===== config.mk =====
export PLATFORM = sky130hd
export DESIGN_NAME = marker_overlay
export DESIGN_NICKNAME = d
export VERILOG_FILES = /design/src/rtl/marker_overlay.sv
export SDC_FILE = /design/constraint.sdc
export NUM_CORES = 1
export LEC_CHECK = 0
export BUFFER_PORTS_ARGS = -buffer_cell sky130_fd_sc_hd__buf_2
export CORE_UTILIZATION = 35
export DETAILED_ROUTE_END_ITERATION = 6
export GPL_TIMING_DRIVEN = 0
export PLACE_DENSITY = 0.53
export SETUP_SLACK_MARGIN = 0.4
export SLEW_MARGIN = 20
export SYNTH_ARGS = -nofsm -noshare
export SYNTH_HDL_FRONTEND = slang
export SYNTH_SLANG_ARGS = --single-unit

===== constraint.sdc =====
create_clock -name clk -period 5.3 [get_ports clk]
set_input_delay 1.06 -clock clk [delete_from_list [all_inputs] [get_ports clk]]
set_output_delay 1.06 -clock clk [all_outputs]
set_load 0.1 [all_outputs]

===== src/rtl/marker_overlay.sv =====
// Draws a square outline marker centred on the tracked position onto an RGB pixel stream.
// The marker position is latched at start of frame, so a frame is never drawn with two positions.
module marker_overlay #(
  parameter int INPUT_WIDTH = 11,
  parameter int COLOR_WIDTH = 10,
  parameter int H_ACTIVE    = 640,
  parameter int V_ACTIVE    = 480,
  parameter int BOX_HALF    = 8,
  parameter int LINE_W      = 2,
  parameter logic [COLOR_WIDTH-1:0] MARK_R = '1,
  parameter logic [COLOR_WIDTH-1:0] MARK_G = '0,
  parameter logic [COLOR_WIDTH-1:0] MARK_B = '0
) (
  input  logic                   clk,
  input  logic                   reset,
  input  logic [26:0]            x_position,
  input  logic [26:0]            y_position,
  input  logic                   valid_position,
  input  logic                   enable,
  input  logic                   sof,
  input  logic                   pixel_valid,
  input  logic [COLOR_WIDTH-1:0] red_in,
  input  logic [COLOR_WIDTH-1:0] green_in,
  input  logic [COLOR_WIDTH-1:0] blue_in,
  output logic                   pixel_valid_out,
  output logic [COLOR_WIDTH-1:0] red_out,
  output logic [COLOR_WIDTH-1:0] green_out,
  output logic [COLOR_WIDTH-1:0] blue_out,
  output logic                   marker_active
);
  localparam int W  = INPUT_WIDTH;
  localparam int CW = COLOR_WIDTH;
  localparam logic [W-1:0]  H_MAX   = W'(H_ACTIVE - 1);
  localparam logic [W-1:0]  V_MAX   = W'(V_ACTIVE - 1);
  localparam logic [26:0]   H_MAX_P = 27'(H_ACTIVE - 1);
  localparam logic [26:0]   V_MAX_P = 27'(V_ACTIVE - 1);
  localparam logic [W:0]    HALF    = (W+1)'(BOX_HALF);
  localparam logic [W:0]    INNER   = (W+1)'(BOX_HALF - LINE_W);

  logic [W-1:0]  x_cnt_q, x_cnt_d, y_cnt_q, y_cnt_d;
  logic [W-1:0]  pend_x_q, pend_x_d, pend_y_q, pend_y_d;
  logic [W-1:0]  act_x_q, act_x_d, act_y_q, act_y_d;
  logic          have_pending_q, have_pending_d;
  logic          marker_active_q, marker_active_d;
  logic          s1_valid_q, s1_valid_d, s1_draw_q, s1_draw_d;
  logic [CW-1:0] s1_r_q, s1_r_d, s1_g_q, s1_g_d, s1_b_q, s1_b_d;
  logic [W:0]    s1_dx_q, s1_dx_d, s1_dy_q, s1_dy_d;
  logic          out_valid_q, out_valid_d;
  logic [CW-1:0] out_r_q, out_r_d, out_g_q, out_g_d, out_b_q, out_b_d;

  logic          sof_pix, hit;
  logic [W-1:0]  cur_x, cur_y, eff_ax, eff_ay;
  logic [W:0]    diff_x, diff_y;

  assign sof_pix = sof & pixel_valid;

  // Front end: raster position, position capture and frame-boundary apply.
  always_comb begin
    cur_x           = sof_pix ? '0 : x_cnt_q;
    cur_y           = sof_pix ? '0 : y_cnt_q;
    x_cnt_d         = x_cnt_q;
    y_cnt_d         = y_cnt_q;
    pend_x_d        = pend_x_q;
    pend_y_d        = pend_y_q;
    have_pending_d  = have_pending_q;
    act_x_d         = act_x_q;
    act_y_d         = act_y_q;
    marker_active_d = marker_active_q;
    if (pixel_valid) begin
      if (cur_x == H_MAX) begin
        x_cnt_d = '0;
        y_cnt_d = (cur_y == V_MAX) ? '0 : cur_y + 1'b1;
      end else begin
        x_cnt_d = cur_x + 1'b1;
        y_cnt_d = cur_y;
      end
    end
    if (valid_position) begin
      pend_x_d       = (x_position > H_MAX_P) ? H_MAX : x_position[W-1:0];
      pend_y_d       = (y_position > V_MAX_P) ? V_MAX : y_position[W-1:0];
      have_pending_d = 1'b1;
    end
    if (sof_pix) begin
      act_x_d         = pend_x_q;
      act_y_d         = pend_y_q;
      marker_active_d = have_pending_q;
    end
    // The sof pixel itself already belongs to the frame using the newly applied position.
    eff_ax = sof_pix ? pend_x_q : act_x_q;
    eff_ay = sof_pix ? pend_y_q : act_y_q;
    diff_x = {1'b0, cur_x} - {1'b0, eff_ax};
    diff_y = {1'b0, cur_y} - {1'b0, eff_ay};
    s1_dx_d    = diff_x[W] ? (~diff_x + 1'b1) : diff_x;
    s1_dy_d    = diff_y[W] ? (~diff_y + 1'b1) : diff_y;
    s1_draw_d  = (sof_pix ? have_pending_q : marker_active_q) & enable;
    s1_valid_d = pixel_valid;
    s1_r_d     = red_in;
    s1_g_d     = green_in;
    s1_b_d     = blue_in;
  end

  always_comb begin
    hit = s1_draw_q && (s1_dx_q <= HALF) && (s1_dy_q <= HALF) &&
          ((s1_dx_q > INNER) || (s1_dy_q > INNER));
    out_valid_d = s1_valid_q;
    out_r_d     = hit ? MARK_R : s1_r_q;
    out_g_d     = hit ? MARK_G : s1_g_q;
    out_b_d     = hit ? MARK_B : s1_b_q;
  end

  always_ff @(posedge clk) begin
    if (reset) begin
      x_cnt_q         <= '0;
      y_cnt_q         <= '0;
      pend_x_q        <= '0;
      pend_y_q        <= '0;
      act_x_q         <= '0;
      act_y_q         <= '0;
      have_pending_q  <= 1'b0;
      marker_active_q <= 1'b0;
      s1_valid_q      <= 1'b0;
      s1_draw_q       <= 1'b0;
      s1_r_q          <= '0;
      s1_g_q          <= '0;
      s1_b_q          <= '0;
      s1_dx_q         <= '0;
      s1_dy_q         <= '0;
      out_valid_q     <= 1'b0;
      out_r_q         <= '0;
      out_g_q         <= '0;
      out_b_q         <= '0;
    end else begin
      x_cnt_q         <= x_cnt_d;
      y_cnt_q         <= y_cnt_d;
      pend_x_q        <= pend_x_d;
      pend_y_q        <= pend_y_d;
      act_x_q         <= act_x_d;
      act_y_q         <= act_y_d;
      have_pending_q  <= have_pending_d;
      marker_active_q <= marker_active_d;
      s1_valid_q      <= s1_valid_d;
      s1_draw_q       <= s1_draw_d;
      s1_r_q          <= s1_r_d;
      s1_g_q          <= s1_g_d;
      s1_b_q          <= s1_b_d;
      s1_dx_q         <= s1_dx_d;
      s1_dy_q         <= s1_dy_d;
      out_valid_q     <= out_valid_d;
      out_r_q         <= out_r_d;
      out_g_q         <= out_g_d;
      out_b_q         <= out_b_d;
    end
  end

  assign pixel_valid_out = out_valid_q;
  assign red_out         = out_r_q;
  assign green_out       = out_g_q;
  assign blue_out        = out_b_q;
  assign marker_active   = marker_active_q;
endmodule


# After elaboration in Yosys (flattened, before gate mapping)
# Index checks and enable logic that the tools add are counted.
# totals
ff_bits	155
wordCells	61
# classes
n_addsub	6
n_lt_le_gt_ge	6
n_eq_ne	2
muxes	13
bitwise	6
n_reduce_logical	7
# ops
op	n
$mux W11	11
$gt A27 B10 Y1 const B	1
$gt A27 B9 Y1 const B	1
$add A12 B1 Y12 const B	2
$gt A12 B3 Y1 const B	2
$le A12 B4 Y1 const B	2
$not A12 Y12	2
$sub A11 B11 Y12	2
$add A11 B1 Y11 const B	2
$eq A11 B10 Y1 const B	1
$eq A11 B9 Y1 const B	1
$mux W10	1
$reduce_or A2 Y1	3
$logic_and A1 B1 Y1	3
$and A1 B1 Y1	2
$not A1 Y1	2
$logic_or A1 B1 Y1	1
$mux W1	1

# Longest topological paths before layout
# Gate-level depths: netlist of run 1.
# logic_depth
word_depth	6
mapped_depth	17
depth_no_buf	13

# Worst setup path before layout of run 1
# Ideal clock, no wire load.
# synth_path
path_kind	input -> register
start	input port sof
end	register s1_dy_q[9]
setup_ps	121
t_arrival_ps	4421
required_ps	5179
setup_slack_ps	757
path_stages	14
path_buffers	4
path_cell_list	buf_6 > nand2_4 > buf_2 > buf_1 > buf_2 > mux2i_1 > ha_1 > nor2b_1 > o311a_1 > o211a_1 > or4_4 > a21oi_4 > a21oi_2 > mux2_4
# synth_between
elab_chain_len	6
# synth_lines
element	line	source
start: declaration	20	input logic sof,
$and A1 B1 Y1 (*)	55	assign sof_pix = sof & pixel_valid;
$mux W11, on equally long branches	n/a	
$sub A11 B11 Y12 (*)	92	diff_y = {1'b0, cur_y} - {1'b0, eff_ay};
$not A12 Y12	94	s1_dy_d = diff_y[W] ? (~diff_y + 1'b1) : diff_y;
$add A12 B1 Y12	94	
$mux W11 (*)	94	
end signal: assignment	147	s1_dy_q <= s1_dy_d;
end: declaration	47	logic [W:0] s1_dx_q, s1_dx_d, s1_dy_q, s1_dy_d;
# Every way passes the cells marked *; elsewhere a longest branch is shown, timed or not.
# A chain may end at the register's enable or synchronous reset.

# Worst setup path after layout of run 1
# Same ends and word-level chain as after synthesis.

==> results of run 1 <==
-- per-layer routing --
metal  up-vias  GRT usage
met2       140      0.301
met4         0     0.0635
li1       3226          -
met5         -          0
met3        21     0.0384
met1      2938      0.250
-- cells in the mapped netlist, types with 3 or more instances --
| cell type | instances | share of area |
|---|---|---|
| a2111oi_2 | 4 | 0.0082 |
| a211oi_1 | 23 | 0.024 |
| a21boi_0 | 3 | 0.0031 |
| a21o_1 | 7 | 0.0072 |
| a21oi_1 | 48 | 0.033 |
| a22oi_1 | 7 | 0.0072 |
| a31oi_1 | 5 | 0.0043 |
| a32oi_1 | 7 | 0.0084 |
| and2_1 | 49 | 0.042 |
| and3_1 | 17 | 0.015 |
| buf_1 | 3 | 0.0015 |
| buf_2 | 5 | 0.0034 |
| buf_4 | 3 | 0.0031 |
| clkbuf_1 | 27 | 0.014 |
| dfxtp_1 | 155 | 0.43 |
| ha_1 | 24 | 0.041 |
| inv_1 | 36 | 0.019 |
| mux2i_1 | 23 | 0.032 |
| nand2_1 | 47 | 0.024 |
| nand2b_1 | 4 | 0.0034 |
| nand3_1 | 16 | 0.011 |
| nand3b_1 | 4 | 0.0041 |
| nand4_1 | 4 | 0.0034 |
| nor2_1 | 99 | 0.051 |
| nor2b_1 | 37 | 0.032 |
| nor3_1 | 20 | 0.014 |
| nor4_1 | 13 | 0.011 |
| nor4b_1 | 4 | 0.0048 |
| o21a_1 | 7 | 0.0072 |
| o21ai_0 | 34 | 0.023 |
| o21ai_1 | 3 | 0.0021 |
| o31ai_1 | 3 | 0.0031 |
| or2_2 | 3 | 0.0026 |
| or3_1 | 15 | 0.013 |
| xnor2_1 | 8 | 0.0096 |
| xor2_1 | 3 | 0.0036 |
-- layout make-up --
class | instances | area (um2) | area share
multi-input cells | 597 | 3890 | 0.439
flip-flops and latches | 155 | 3100 | 0.351
well taps | 270 | 338 | 0.0382
clock buffers | 17 | 425 | 0.0481
inverters | 36 | 135 | 0.0153
repair buffers | 120 | 601 | 0.0679
clock inverters | 15 | 160 | 0.0181
plain buffers | 41 | 196 | 0.0222
-- stage by stage --
step | std cells | cell area [um2] | hold slack, ns | TNS [ns]
final | 1251 | 8840 | 0.424 | 0
after global routing | 1251 | 8840 | 0.441 | 0
after CTS | 1251 | 8830 | 0.421 | 0
after detailed placement | 1219 | 8240 | 0.410 | -2.19
after global placement | 1219 | 8240 | 0.407 | -2.36
after floorplan | 829 | 7300 | 0.406 | 0
-- final timing paths --
| path | startpoint | to | slack (ns) | cells past startpoint |
|---|---|---|---|---|
| setup / recovery | sof | s1_dy_q[9] | 0.72 | 15 |
| hold / removal | s1_b_q[3] | blue_out[3] | 0.42 | 1 |
| setup reg to reg | x_cnt_q[6] | s1_dx_q[5] | 2.10 | 11 |
| hold reg to reg | s1_b_q[3] | blue_out[3] | 0.42 | 1 |
-- worst max-delay path, stage by stage --
cell	delay, ns
buf_2	0.15
buf_6	0.17
nand2_4	0.11
buf_2	0.25
clkbuf_4	0.30
clkbuf_4	0.30
mux2i_1	0.32
ha_1	0.32
nor2b_1	0.20
o311a_1	0.32
o211a_1	0.27
or4_4	0.53
a21oi_4	0.19
a21oi_2	0.08
mux2_4	0.30
-- cell families (layout without fill, tap and decap cells) --
logic type / after synthesis / after routing / synth area share
xor gates and xnor gates: 11 / 11 / 0.0132
and+or+nand+nor: 347 / 347 / 0.252
DFF: 155 / 155 / 0.425
buffers and inverters: 77 / 229 / 0.0442
muxes: 24 / 24 / 0.0336
AOI/OAI and AO/OA: 190 / 190 / 0.188
adders and majority gates: 25 / 25 / 0.0439
-- state kept, by name, summed over array words and instances, names as in the netlist --
register,count
act_x_q,11
act_y_q,11
blue_out,10
green_out,10
have_pending_q,1
marker_active,1
out_valid_d,1
pend_x_q,11
pend_y_q,11
pixel_valid_out,1
red_out,10
s1_b_q,10
s1_draw_q,1
s1_dx_q,12
s1_dy_q,12
s1_g_q,10
s1_r_q,10
x_cnt_q,11
y_cnt_q,11
-- power groups by stage --
stage,registers [mW],logic [mW],clock network [mW]
2_1_floorplan,1.35,0.317,0
3_3_place_gp,1.28,0.516,0
3_5_place_dp,1.28,0.516,0
4_1_cts,1.26,0.519,1.23
5_1_grt,1.26,0.578,1.29
6_report,1.26,0.522,1.20
-- repair_timing --
item / 4_1_cts / 5_1_grt
endpoints found under the hold margin: 0 / 0
setup buffers: 0 / 0
endpoints found under the setup margin: 20 / 23
resized for setup: 1 / 8
==> reports/metrics.cfg, run 1 <==
[sta]
finClkSkew_ns=0.00573
max_slew_margin=0.418
finalHoldViolations=0
period_needed_ns=4.58
worstMarginPinSlew_ns=0.874
rsz0062_at_grt=no
fmax_mhz=219
timing.final.ws_setup_ns=0.724
period_share=0.863
setup_viol=0
slew_viol_final=0

[finish]
n_fill_cell=2056
drive_above_1_share=0.199
final_cell_mix=dfxtp_1 (155), buf_2 (124), nor2_1 (99)
layout_commonest_cell=dfxtp_1
area_delta_synth_final_pct=21.1
antenna_cells=0
finalNetCount=1083
final_util=0.434

[cts]
cts_buffer_depth=2
cts_sinks=155
holdBufCountCts=0
numCtsBuffers=17
clock_latency_ns=0.43
path_clk_slew_ns=0.07
cts_tree=built
h-tree-depth=4
cts_root_buf=clkbuf_16

[synthesis]
yosys_warnings=0
yosys_register_bits=155
synth_edf_count=0
synth.net_count=944
synth_area_mm2=0.00730
syn_inst=829
async_flop_share=0
synthDistinctLibCells=84
synth.avg_cell_area_um2=8.81
yosysSeqAreaShare=0.425
ys.flop_type=dfxtp_1

[detailed_routing]
routed_via_density=5.06
wl_met2_um=8930
firstDrtPassIters=5
drt_iter0_drc=315
dr.max_layer_used=met4
wl_um=19200
ant_nets=0
vias=6325
wl_per_cell_um=15.4
wl_met1_um=9130
drc=0
wl_met3_um=833

[pwr]
power.leakage_nw=3.82
max-vdd-ir-drop_v=0.000192
switching_share=0.310
p_seq_frac=0.421
total_power_mw=2.98
combinationalPowerShare=0.175
p_int_mw=2.06
clkPwrFrac=0.404
switchingPower_mw=0.924
powerDensity_mw_per_mm2=337

[die]
dieArea_mm2=0.0214
start_util=0.359
core_area_mm2=0.0204
rows=52
die_w_um=146
pin_count=122
fp.dieH_um=146

[global_route]
grt_antenna_before_repair=0
grt_use_total=0.188
grt_pass1_vias=5947
grt_pass1_wl_um=31300
grt_max_degree=19
grt_overflow_total=0

[run]
maxCapViolCount=0

[run_status]
status=finished clean

[place]
numPortBuffers=120
finalWeightedCongestion=0.839
place_ws_ns=-0.199
dpl.hpwl_um=14700

[critical_path]
crit_type=in -> reg
crit_fanout=10
endpoint_kind=flip-flop
required_ns=5.62
cp.arrival_ns=4.89
worstSetupStartpointType=primary input

[worst_hold_path]
worstHoldPathType=reg -> reg

No activity file was read; power rests on OpenSTA's default activity.
==> run 2, diff against run 1 <==
--- a/config.mk
+++ b/config.mk
@@ -7,11 +7,11 @@
 export LEC_CHECK = 0
 export BUFFER_PORTS_ARGS = -buffer_cell sky130_fd_sc_hd__buf_2
 export CORE_UTILIZATION = 35
+export CTS_BUF_LIST = sky130_fd_sc_hd__clkbuf_8
 export DETAILED_ROUTE_END_ITERATION = 6
 export GPL_TIMING_DRIVEN = 0
 export PLACE_DENSITY = 0.53
 export SETUP_SLACK_MARGIN = 0.4
-export SLEW_MARGIN = 20
 export SYNTH_ARGS = -nofsm -noshare
 export SYNTH_HDL_FRONTEND = slang
 export SYNTH_SLANG_ARGS = --single-unit
==> run 2 against run 1 <==
Critical path depth increased by 2. Clock power decreased by 26%. Non-clock buffer count unchanged. Hold slack improved by 0.0052 ns. First-iteration DRC count decreased by 0.63%. Setup slack improved by 0.035 ns. Critical endpoint is now s1_dx_q[1]. Core utilization decreased by 0.98 points. Power decreased by 11%.
==> reports/metrics.cfg, run 2 (synthesized netlist as in run 1, its figures left out) <==
[pwr]
max-vdd-ir-drop_v=0.000183  ; was 0.000192 V
powerDensity_mw_per_mm2=309  ; was 337 mW/mm2
power.leakage_nw=3.73  ; was 3.82 nW

[finish]
layout_commonest_cell=dfxtp_1  ; unchanged
layout.cells.non_filler=1251  ; unchanged
area_delta_synth_final_pct=18.4  ; was 21.1%
n_fill_cell=2081  ; was 2056
fin_area_mm2=0.00864  ; was 0.00884 mm2
antenna_cells=0  ; unchanged
finalNetCount=1083  ; unchanged
drive_above_1_share=0.198  ; was 0.199
final_cell_mix=dfxtp_1 (155), buf_2 (124), nor2_1 (99)  ; unchanged
top_regs=s1_dx_q x12, s1_dy_q x12  ; unchanged

[cts]
h-tree-depth=4  ; unchanged
cts_buffer_depth=2  ; unchanged
numCtsBuffers=17  ; unchanged
clock_latency_ns=0.47  ; was 0.43 ns
postCtsSetupBuffers=0  ; unchanged
cts_sinks=155  ; unchanged
cts_tree=built  ; unchanged
holdBufCountCts=0  ; unchanged
cts_root_buf=clkbuf_8  ; was clkbuf_16
path_clk_slew_ns=0.10  ; was 0.07 ns

[global_route]
grt_max_degree=19  ; unchanged
grt_use_total=0.187  ; was 0.188
grt_pass1_vias=5956  ; was 5947
grt_pass1_wl_um=31300  ; about the same
grt_overflow_total=0  ; unchanged
grt_antenna_before_repair=0  ; unchanged

[critical_path]
cp.arrival_ns=4.88  ; was 4.89 ns
crit_top_cell=buf_2
crit_type=in -> reg  ; unchanged
ff2ff_path_depth=10  ; was 11
required_ns=5.64  ; was 5.62 ns
r2r-start=x_cnt_q[1]  ; was x_cnt_q[6]
endpoint_kind=flip-flop  ; unchanged
crit_chain=buf_2 > buf_6 > nand2_4 > buf_2 > clkbuf_4 > buf_1 > and2_1 > ha_1 > clkbuf_1 > or3_1 > o2111ai_1 > a221oi_2 > o21ai_1 > a21oi_2 > buf_2 > mux2i_1 > nor2_1  ; was buf_2 > buf_6 > nand2_4 > buf_2 > clkbuf_4 > clkbuf_4 > mux2i_1 > ha_1 > nor2b_1 > o311a_1 > o211a_1 > or4_4 > a21oi_4 > a21oi_2 > mux2_4
crit_fanout=10  ; unchanged
slowest_stage=a221oi_2  ; was or4_4
max_stage_delay_ns=0.43  ; was 0.53 ns
worstSetupStartpointType=primary input  ; unchanged
rrSetupSlack_ns=2.10  ; about the same
r2r-end=y_cnt_q[10]  ; was s1_dx_q[5]

[sta]
fin_hold_ws_ns=0.429  ; was 0.424 ns
period_share=0.857  ; was 0.863
finalHoldViolations=0  ; unchanged
setup_viol=0  ; unchanged
rsz0062_at_grt=no  ; unchanged
finClkSkew_ns=0.0143  ; was 0.00573 ns
slew_viol_final=0  ; unchanged
max_slew_margin=0.428  ; was 0.418
finalSetupTns_ns=0  ; unchanged
timing.final.ws_setup_ns=0.759  ; was 0.724 ns
worstMarginPinSlew_ns=0.858  ; was 0.874 ns
fmax_mhz=220  ; was 219 MHz
period_needed_ns=4.54  ; was 4.58 ns

[detailed_routing]
drc=0  ; unchanged
routed_via_density=5.05  ; was 5.06
firstDrtPassIters=5  ; unchanged
wl_um=19300  ; was 19200 um
drt_iter0_drc=313  ; was 315
vias=6323  ; was 6325
wl_per_cell_um=15.4  ; about the same
ant_nets=0  ; unchanged

[die]
pin_count=122  ; unchanged
dieArea_mm2=0.0214  ; unchanged
die_w_um=146  ; unchanged
start_util=0.359  ; unchanged
fp.dieH_um=146  ; unchanged
core_area_mm2=0.0204  ; unchanged
rows=52  ; unchanged

[worst_hold_path]
min_from=s1_g_q[4]  ; was s1_b_q[3]
hold_path_depth=1  ; unchanged
timing.hold.worst_endpoint=green_out[4]  ; was blue_out[3]
worstHoldPathType=reg -> reg  ; unchanged

[place]
finalWeightedCongestion=0.839  ; unchanged
place_ws_ns=-0.199  ; unchanged
dp.cells=1219  ; unchanged
dpl.hpwl_um=14700  ; unchanged
placedInstanceArea_mm2=0.00824  ; unchanged
numPortBuffers=120  ; unchanged

[run]
maxCapViolCount=0  ; unchanged

[run_status]
status=finished clean  ; unchanged

[run 2: timing repair]
action	4_1_cts	5_1_grt
gates resized for setup	1	6
gates cloned	0	0
pin swaps	0	0
endpoints found under the setup margin	6	15
[run 2: report_power, final]
| group | total (mW) | internal, mW | leakage [nW] | switching (mW) |
|---|---|---|---|---|
| combinational | 0.520 | 0.191 | 2.25 | 0.329 |
| sequential | 1.26 | 1.23 | 1.27 | 0.0238 |
| clock | 0.893 | 0.358 | 0.204 | 0.535 |
| total | 2.67 | 1.78 | 3.73 | 0.888 |
[run 2: through the flow]
step,util,power [mW]
after global placement,0.405,1.80
after floorplan,-,1.66
after global routing,0.424,2.81
after CTS,0.424,2.69
after detailed placement,0.405,1.80
final,0.424,2.67
[run 2: cell type report]
type	instances	area [um2]	share of cell area
plain buffers	41	195	0.0226
multi-input cells	597	3880	0.449
clock inverters	15	160	0.0185
clock buffers	17	234	0.0271
repair buffers	120	601	0.0695
inverters	36	135	0.0156
flip-flops and latches	155	3100	0.359
well taps	270	338	0.0391
[run 2: worst max-delay path by stage]
stage	start	endpoint	slack [ns]
after floorplan	sof	s1_dy_q[9]	0.76
after global placement	sof	s1_dx_q[1]	-0.18
after detailed placement	sof	s1_dx_q[1]	-0.20
final	sof	s1_dx_q[1]	0.76
after CTS	sof	s1_dx_q[1]	0.58
after global routing	sof	s1_dx_q[1]	0.41
[run 2: critical path: cells and delay by family]
family / cells / cell delay [ns]
AND/OR/NAND/NOR: 4 / 0.58
adder cells (fa/ha/maj): 1 / 0.15
buffers and inverters: 7 / 1.82
multiplexers: 1 / 0.22
AO/OA/AOI/OAI: 4 / 1.02
[run 2: metal layers]
layer	vias to the layer above	track usage	wire [um]
met5	-	0	0
li1	3228	-	-
met2	129	0.304	8910
met3	20	0.0394	851
met4	0	0.0604	344
met1	2946	0.248	9190
==> run 3, diff against run 2 <==
--- a/config.mk
+++ b/config.mk
@@ -6,11 +6,13 @@
 export NUM_CORES = 1
 export LEC_CHECK = 0
 export BUFFER_PORTS_ARGS = -buffer_cell sky130_fd_sc_hd__buf_2
+export CELL_PAD_IN_SITES_DETAIL_PLACEMENT = 0
+export CELL_PAD_IN_SITES_GLOBAL_PLACEMENT = 1
 export CORE_UTILIZATION = 35
 export CTS_BUF_LIST = sky130_fd_sc_hd__clkbuf_8
 export DETAILED_ROUTE_END_ITERATION = 6
 export GPL_TIMING_DRIVEN = 0
-export PLACE_DENSITY = 0.53
+export PLACE_DENSITY = 0.67
 export SETUP_SLACK_MARGIN = 0.4
 export SYNTH_ARGS = -nofsm -noshare
 export SYNTH_HDL_FRONTEND = slang
==> run 3 against run 2 <==
Count of clock-buffer cells in the layout is the same. Sequential share of layout area shrank 0.16 points. Clock power grew 2.8%. Critical path depth shrank 2. Sequential cell count is the same. Register-to-register slack lost 0.04 ns. Critical path type unchanged.
==> reports/metrics.cfg, run 3 (synthesized netlist as in run 1, its figures left out) <==
[sta]
period_share=0.867  ; was 0.857
worstMarginPinSlew_ns=0.850  ; was 0.858 ns
finClkSkew_ns=0.0169  ; was 0.0143 ns
setup_viol=0  ; unchanged
max_slew_margin=0.433  ; was 0.428
timing.final.ws_setup_ns=0.704  ; was 0.759 ns
rsz0062_at_grt=yes  ; was no
slew_viol_final=0  ; unchanged
finalSetupTns_ns=0  ; unchanged
fmax_mhz=218  ; was 220 MHz
finalHoldViolations=0  ; unchanged
fin_hold_ws_ns=0.433  ; was 0.429 ns
period_needed_ns=4.60  ; was 4.54 ns

[critical_path]
cp-startpoint=sof  ; unchanged
worstSetupStartpointType=primary input  ; unchanged
ff2ff_path_depth=11  ; was 10
r2r-end=s1_dx_q[2]  ; was y_cnt_q[10]
cp.arrival_ns=4.95  ; was 4.88 ns
r2r-start=x_cnt_q[6]  ; was x_cnt_q[1]
crit_type=in -> reg  ; unchanged
rrSetupSlack_ns=2.06  ; was 2.10 ns
crit_fanout=10  ; unchanged
crit_path_end=s1_dy_q[9]  ; was s1_dx_q[1]
required_ns=5.65  ; was 5.64 ns
endpoint_kind=flip-flop  ; unchanged

[finish]
antenna_cells=0  ; unchanged
layout.cells.non_filler=1251  ; unchanged
final_util=0.426  ; was 0.424
final_cell_mix=dfxtp_1 (155), buf_2 (125), nor2_1 (99)  ; was dfxtp_1 (155), buf_2 (124), nor2_1 (99)
finalNetCount=1083  ; unchanged
fin_area_mm2=0.00868  ; was 0.00864 mm2
area_delta_synth_final_pct=18.9  ; was 18.4%
top_regs=s1_dx_q x12, s1_dy_q x12  ; unchanged
layout_commonest_cell=dfxtp_1  ; unchanged
drive_above_1_share=0.199  ; was 0.198

[detailed_routing]
ant_nets=0  ; unchanged
drt_iter0_drc=324  ; was 313
dr.max_layer_used=met4  ; unchanged
drc=0  ; unchanged
vias=6311  ; was 6323
wl_per_cell_um=15.9  ; was 15.4 um
firstDrtPassIters=6  ; was 5
wl_met2_um=9310  ; was 8910 um
wl_um=19900  ; was 19300 um
wl_met1_um=9640  ; was 9190 um
wl_met3_um=739  ; was 851 um
routed_via_density=5.04  ; was 5.05

[global_route]
grt_antenna_before_repair=0  ; unchanged
grt_use_total=0.192  ; was 0.187
grt_max_degree=20  ; was 19
grt_overflow_total=0  ; unchanged
grt_pass1_wl_um=31800  ; was 31300 um
grt_pass1_vias=5927  ; was 5956

[cts]
postCtsSetupBuffers=0  ; unchanged
path_clk_slew_ns=0.11  ; was 0.10 ns
cts_tree=built  ; unchanged
numCtsBuffers=17  ; unchanged
h-tree-depth=4  ; unchanged
cts.repair.resized=1  ; unchanged
cts_sinks=155  ; unchanged
holdBufCountCts=0  ; unchanged
clock_latency_ns=0.47  ; about the same
cts_buffer_depth=2  ; unchanged
cts_root_buf=clkbuf_8  ; unchanged

[worst_hold_path]
worstHoldPathType=reg -> reg  ; unchanged
hold_path_depth=1  ; unchanged

[run_status]
status=finished clean  ; unchanged

[die]
dieArea_mm2=0.0214  ; unchanged
die_w_um=146  ; unchanged
pin_count=122  ; unchanged
core_area_mm2=0.0204  ; unchanged
fp.dieH_um=146  ; unchanged
rows=52  ; unchanged
start_util=0.359  ; unchanged

[place]
place_ws_ns=-0.216  ; was -0.199 ns
dpl.hpwl_um=15100  ; was 14700 um
dp.cells=1219  ; unchanged
placedInstanceArea_mm2=0.00824  ; unchanged
finalWeightedCongestion=0.845  ; was 0.839
numPortBuffers=120  ; unchanged

[run]
maxCapViolCount=0  ; unchanged

[pwr]
power.leakage_nw=3.74  ; was 3.73 nW
powerDensity_mw_per_mm2=311  ; was 309 mW/mm2
max-vdd-ir-drop_v=0.000184  ; was 0.000183 V
total_power_mw=2.70  ; was 2.67 mW

## run 3: worst min-delay path by stage
| stage | endpoint | slack (ns) | startpoint |
|---|---|---|---|
| final | green_out[3] | 0.43 | s1_g_q[3] |
| after global routing | green_out[6] | 0.45 | s1_g_q[6] |
| after CTS | blue_out[8] | 0.43 | s1_b_q[8] |
| after detailed placement | blue_out[8] | 0.41 | s1_b_q[8] |
| after global placement | blue_out[3] | 0.41 | s1_b_q[3] |
| after floorplan | blue_out[0] | 0.41 | s1_b_q[0] |
## run 3: cell type report
| class | instances | area (um2) |
|---|---|---|
| Clock buffer | 17 | 234 |
| Fill cell | 2130 | 11700 |
| Buffer | 41 | 194 |
| Inverter | 36 | 135 |
| Sequential cell | 155 | 3100 |
| Multi-Input combinational cell | 597 | 3890 |
| Clock inverter | 15 | 193 |
| Timing Repair Buffer | 120 | 601 |
| Tap cell | 270 | 338 |
## run 3: per-layer routing
metal	global-route usage	vias up
li1	-	3231
met3	0.0359	14
met4	0.0578	0
met1	0.254	2937
met2	0.317	129
met5	0	-
## run 3: worst max-delay path, cell delays in order
cell and delay, ns:
buf_2 0.15, buf_6 0.17, nand2_4 0.12, buf_2 0.26
buf_2 0.33, clkbuf_4 0.34, mux2i_1 0.32, ha_1 0.32
nor2b_1 0.19, o311a_1 0.32, o211a_1 0.27, or4_4 0.53
a21oi_4 0.19, a21oi_2 0.08, mux2_4 0.30
## run 3: report_power, final
part | switching, mW | internal [mW] | leakage, nW
sequential | 0.0234 | 1.23 | 1.27
clock | 0.551 | 0.367 | 0.208
combinational | 0.336 | 0.191 | 2.26
total | 0.911 | 1.79 | 3.74
